==> config.mk <==
export PLATFORM = sky130hd
export DESIGN_NAME = bcd_serial_subtractor
export DESIGN_NICKNAME = d
export VERILOG_FILES = /design/src/rtl/bcd_serial_subtractor.sv
export SDC_FILE = /design/constraint.sdc
export NUM_CORES = 1
export LEC_CHECK = 0
export ABC_AREA = 0
export CORE_ASPECT_RATIO = 2
export CORE_MARGIN = 1
export CORE_UTILIZATION = 51
export CTS_CLUSTER_DIAMETER = 100
export CTS_CLUSTER_SIZE = 24
export DETAILED_ROUTE_END_ITERATION = 10
export PLACE_DENSITY = 0.8
export SLEW_MARGIN = 25
export SYNTH_ARGS = -nofsm -noshare
export SYNTH_HDL_FRONTEND = slang
export SYNTH_SLANG_ARGS = --single-unit
==> constraint.sdc <==
create_clock -name clk -period 4.1 [get_ports clk]
set_clock_uncertainty 0.05 [all_clocks]
set_input_delay 0.615 -clock clk [delete_from_list [all_inputs] [get_ports clk]]
set_output_delay 0.615 -clock clk [all_outputs]
set_load 0.05 [all_outputs]
==> src/rtl/bcd_serial_subtractor.sv <==
// Digit-serial packed-BCD subtractor: D = A - B via nine's-complement add, one digit per cycle.
// Optional macro SIGN_MAG_EN: negative results are re-complemented to magnitude in a NEG pass.
module bcd_serial_subtractor #(
  parameter int unsigned DIGITS = 4
) (
  input  logic                  clk,
  input  logic                  rst,
  input  logic                  start,
  input  logic [4*DIGITS-1:0]   A,
  input  logic [4*DIGITS-1:0]   B,
  output logic [4*DIGITS-1:0]   D,
  output logic                  Bout,
  output logic                  busy,
  output logic                  done,
  output logic                  invalid
);

  localparam int unsigned IdxW = (DIGITS > 1) ? $clog2(DIGITS) : 1;
  localparam logic [IdxW-1:0] LastIdx = IdxW'(DIGITS - 1);

  typedef enum logic [2:0] {StIdle, StCheck, StSub, StNeg, StDone} state_e;

  state_e              state_q, state_d;
  logic [4*DIGITS-1:0] a_q, a_d, b_q, b_d, d_q, d_d;
  logic [IdxW-1:0]     idx_q, idx_d;
  logic                carry_q, carry_d;
  logic                bout_q, bout_d;
  logic                inv_q, inv_d;

  logic                bad_digit;
  logic [3:0]          op_a, op_b, res_digit;
  logic [4:0]          sum;
  logic                sum_carry;

  always_comb begin
    bad_digit = 1'b0;
    for (int i = 0; i < int'(DIGITS); i++) begin
      if (a_q[4*i +: 4] > 4'd9 || b_q[4*i +: 4] > 4'd9) bad_digit = 1'b1;
    end
  end

  // Shared add-and-correct datapath: op_a + (9 - op_b) + carry.
  always_comb begin
    op_a = a_q[{idx_q, 2'b00} +: 4];
    op_b = b_q[{idx_q, 2'b00} +: 4];
`ifdef SIGN_MAG_EN
    if (state_q == StNeg) begin
      op_a = 4'd0;
      op_b = d_q[{idx_q, 2'b00} +: 4];
    end
`endif
    sum = {1'b0, op_a} + {1'b0, 4'd9 - op_b} + {4'd0, carry_q};
    if (sum > 5'd9) begin
      res_digit = 4'(sum - 5'd10);
      sum_carry = 1'b1;
    end else begin
      res_digit = sum[3:0];
      sum_carry = 1'b0;
    end
  end

  always_comb begin
    state_d = state_q;
    a_d     = a_q;
    b_d     = b_q;
    d_d     = d_q;
    idx_d   = idx_q;
    carry_d = carry_q;
    bout_d  = bout_q;
    inv_d   = inv_q;
    unique case (state_q)
      StIdle: begin
        if (start) begin
          a_d     = A;
          b_d     = B;
          idx_d   = '0;
          state_d = StCheck;
        end
      end
      StCheck: begin
        if (bad_digit) begin
          inv_d   = 1'b1;
          d_d     = '0;
          bout_d  = 1'b0;
          state_d = StDone;
        end else begin
          inv_d   = 1'b0;
          carry_d = 1'b1;
          idx_d   = '0;
          state_d = StSub;
        end
      end
      StSub: begin
        d_d[{idx_q, 2'b00} +: 4] = res_digit;
        carry_d = sum_carry;
        if (idx_q == LastIdx) begin
          bout_d  = ~sum_carry;
          idx_d   = '0;
          state_d = StDone;
`ifdef SIGN_MAG_EN
          if (!sum_carry) begin
            carry_d = 1'b1;
            state_d = StNeg;
          end
`endif
        end else begin
          idx_d = idx_q + 1'b1;
        end
      end
`ifdef SIGN_MAG_EN
      StNeg: begin
        d_d[{idx_q, 2'b00} +: 4] = res_digit;
        carry_d = sum_carry;
        if (idx_q == LastIdx) begin
          idx_d   = '0;
          state_d = StDone;
        end else begin
          idx_d = idx_q + 1'b1;
        end
      end
`endif
      StDone:  state_d = StIdle;
      default: state_d = StIdle;
    endcase
  end

  always_ff @(posedge clk) begin
    if (rst) begin
      state_q <= StIdle;
      a_q     <= '0;
      b_q     <= '0;
      d_q     <= '0;
      idx_q   <= '0;
      carry_q <= 1'b0;
      bout_q  <= 1'b0;
      inv_q   <= 1'b0;
    end else begin
      state_q <= state_d;
      a_q     <= a_d;
      b_q     <= b_d;
      d_q     <= d_d;
      idx_q   <= idx_d;
      carry_q <= carry_d;
      bout_q  <= bout_d;
      inv_q   <= inv_d;
    end
  end

  assign D       = d_q;
  assign Bout    = bout_q;
  assign invalid = inv_q;
  assign busy    = (state_q == StCheck) || (state_q == StSub) || (state_q == StNeg);
  assign done    = (state_q == StDone);

endmodule

==> out/results.ini <==
[critical_path]
path_buf_inv = 2
cpPeakStageDelay_ns = 0.75
timing.rr.start = idx_q[0]$_SDFFE_PP0P_
startpoint = idx_q[0]$_SDFFE_PP0P_
end_kind = flop
crit_fanout = 15
start_kind = flop
crit_path_top_delay_cell = dfxtp_1
crit_chain = mux4_2 > inv_1 > fa_1 > inv_1 > fa_1 > xnor2_1 > ha_1 > a22oi_1 > o21bai_1 > a31oi_1 > o32ai_1
crit_path_end = D[15]$_SDFFE_PP0P_
reg2reg_to = D[15]$_SDFFE_PP0P_
arrival_ns = 3.82
crit_type = reg2reg
reg2reg_depth = 11
worstSetupPathDepth = 11
crit_family = compound AO/OA/AOI/OAI gates
crit_required_ns = 4.22
r2r_slack_ns = 0.41

[floorplan]
die_h_um = 106
fp.coreArea_sq_um = 5140
fp.dieW_um = 53.8
num_rows = 37
start_util = 0.533
die_area_sq_um = 5680
ioPinCount = 55

[placed_design]
place.gp.congestion = 0.858
place_hpwl_um = 4710
numPortBuffers = 54

[global_routing]
grt.met2_usage = 0.432
grt_use_met1 = 0.233
antenna_found_initial = 0
busiest_layer = met2
gr-usage-all-layers = 0.241
grt_max_degree = 62
grt_pass1_vias = 2348
grt_first_pass_wirelength_um = 10000
use_met3 = 0.0361
grt.overflow.total = 0

[sta]
fin_crit_sh = 0.900
relSlewSlack = 0.565
min_period_ns = 3.69
setup_tns_ns = 0
fmax_ghz = 0.271
finalSetupViolations = 0
grt_setup_unrepaired = false
tightest_slew_ns = 0.652
finalHoldViolCount = 0
drv_slew = 0

[drt]
routed_via_density = 5.70
ant_nets = 0
vias = 2371
wl_um = 6160
drt-pass1-iter-count = 4
drt_iter0_markers = 38
wire_per_inst_um = 14.8
drc = 0

[yosys]
synth_edf_count = 0
yosys_warnings = 0
netlist_area_sq_um = 2740
synth-simple-area-share = 0.198
yosysSeqAreaShare = 0.410
ys_ff_latch = 56
syn_nets = 359
async_flop_share = 0
synth_cells = 313
synth_compound_area_frac = 0.198
synthDistinctLibCells = 49
synth_top_family_by_area = simple AND/OR/NAND/NOR gates
synth_xor_area_frac = 0.00960
muxShareOfSynthArea = 0.0700
ys.flop_type = dfxtp_1
avgSynthCellArea_sq_um = 8.74
synth_fa_ha_area_frac = 0.0558

[final_layout]
seqCellArea_sq_um = 1120
layout_commonest_cell = nand2_1
fillers = 445
synthToLayoutAreaGrowth_pct = 25.0
fin_nets = 404
antennaDiodeCount = 0
final_cell_mix = nand2_1, dfxtp_1, clkdlybuf4s50_1
utilization = 0.666
drive_gt1_frac = 0.0894
multi_input_area_sq_um = 1460

[worst_hold_path]
min_path_cells = 2
hold_class = reg2reg

[clock_tree]
cts_tree = yes
cts_setup_buffers = 0
root_buffer = clkbuf_8
post_cts_resized = 0
cts_buffer_depth = 2
ctsHtreeMaxLevel = 2
cts_hold_buf = 0
cts_num_sinks = 56
clock_latency_ns = 0.31
cts_buffers = 5
path_clk_slew_ns = 0.10

[pwr]
ir_drop_mv = 0.318
power.density_nw_per_um2 = 419
leakage_uw = 0.00123

[run]
max-cap-violations = 0

[run_status]
status = complete, no violations

metal layers:
layer	vias up	wire, um
met5	-	0
met4	0	355
met3	26	177
met2	72	3520
met1	1089	2110
li1	1184	-
worst register-to-register path: stages (launching register included):
cell and delay, ns:
dfxtp_1 0.75, mux4_2 0.58, inv_1 0.09, fa_1 0.18, inv_1 0.05, fa_1 0.40, xnor2_1 0.18, ha_1 0.24
a22oi_1 0.33, o21bai_1 0.12, a31oi_1 0.39, o32ai_1 0.17
cell type report:
class	instances	area share
multi-input cells	218	0.428
repair buffers	56	0.163
well taps	58	0.0212
clock inverters	2	0.0176
clock buffers	5	0.0201
flip-flops and latches	56	0.328
inverters	21	0.0230
power breakdown:
group	switching (uW)	internal [uW]	total (uW)
clock network	178	240	418
logic	225	177	401
registers	33.5	580	613
cell usage after synthesis, types with 4 or more instances:
| library cell | count | area, sq um |
|---|---|---|
| inv_1 | 21 | 78.8 |
| o21ai_1 | 4 | 20.0 |
| a21oi_1 | 42 | 210 |
| clkbuf_1 | 12 | 45.0 |
| ha_1 | 9 | 113 |
| nor2_1 | 10 | 37.5 |
| dfxtp_1 | 56 | 1120 |
| mux4_2 | 8 | 180 |
| o21ai_0 | 8 | 40.0 |
| nand3_1 | 4 | 20.0 |
| nand2_1 | 71 | 267 |
| o32ai_1 | 13 | 114 |
metrics by stage:
| stage | setup slack [ns] | instances | instance area [sq um] | power [uW] | hold WS [ns] |
|---|---|---|---|---|---|
| finish | 0.409 | 416 | 3420 | 1430 | 0.411 |
| global route | 0.104 | 416 | 3420 | 1500 | 0.434 |
| CTS | 0.396 | 416 | 3420 | 1440 | 0.412 |
| detailed placement | 0.431 | 409 | 3290 | 1030 | 0.398 |
| global placement | 0.571 | 408 | 3280 | 1010 | 0.392 |
| floorplan | 0.795 | 313 | 2740 | 911 | 0.383 |
worst min path at each step:
stage,endpoint,from,slack (ns)
2_1_floorplan,a_q[8]$_SDFFE_PP0P_,a_q[8]$_SDFFE_PP0P_,0.38
6_report,b_q[8]$_SDFFE_PP0P_,b_q[8]$_SDFFE_PP0P_,0.41
4_1_cts,b_q[8]$_SDFFE_PP0P_,b_q[8]$_SDFFE_PP0P_,0.41
5_1_grt,b_q[8]$_SDFFE_PP0P_,b_q[8]$_SDFFE_PP0P_,0.43
3_3_place_gp,b_q[0]$_SDFFE_PP0P_,b_q[0]$_SDFFE_PP0P_,0.39
3_5_place_dp,b_q[8]$_SDFFE_PP0P_,b_q[8]$_SDFFE_PP0P_,0.40
cells by family after synthesis:
family / count (synthesis)
flops: 56
fa+ha+maj: 11
mux: 9
buf+inv: 39
compound gates: 84
simple gates: 111
xor+xnor: 3
state kept, by name (all words and copies together), names as in the netlist:
signal   flops
invalid      1
a_q         16
carry_q      1
Bout         1
idx_q        2
b_q         16
D           16
state_q      3
Power figures use the tool's default switching activity.
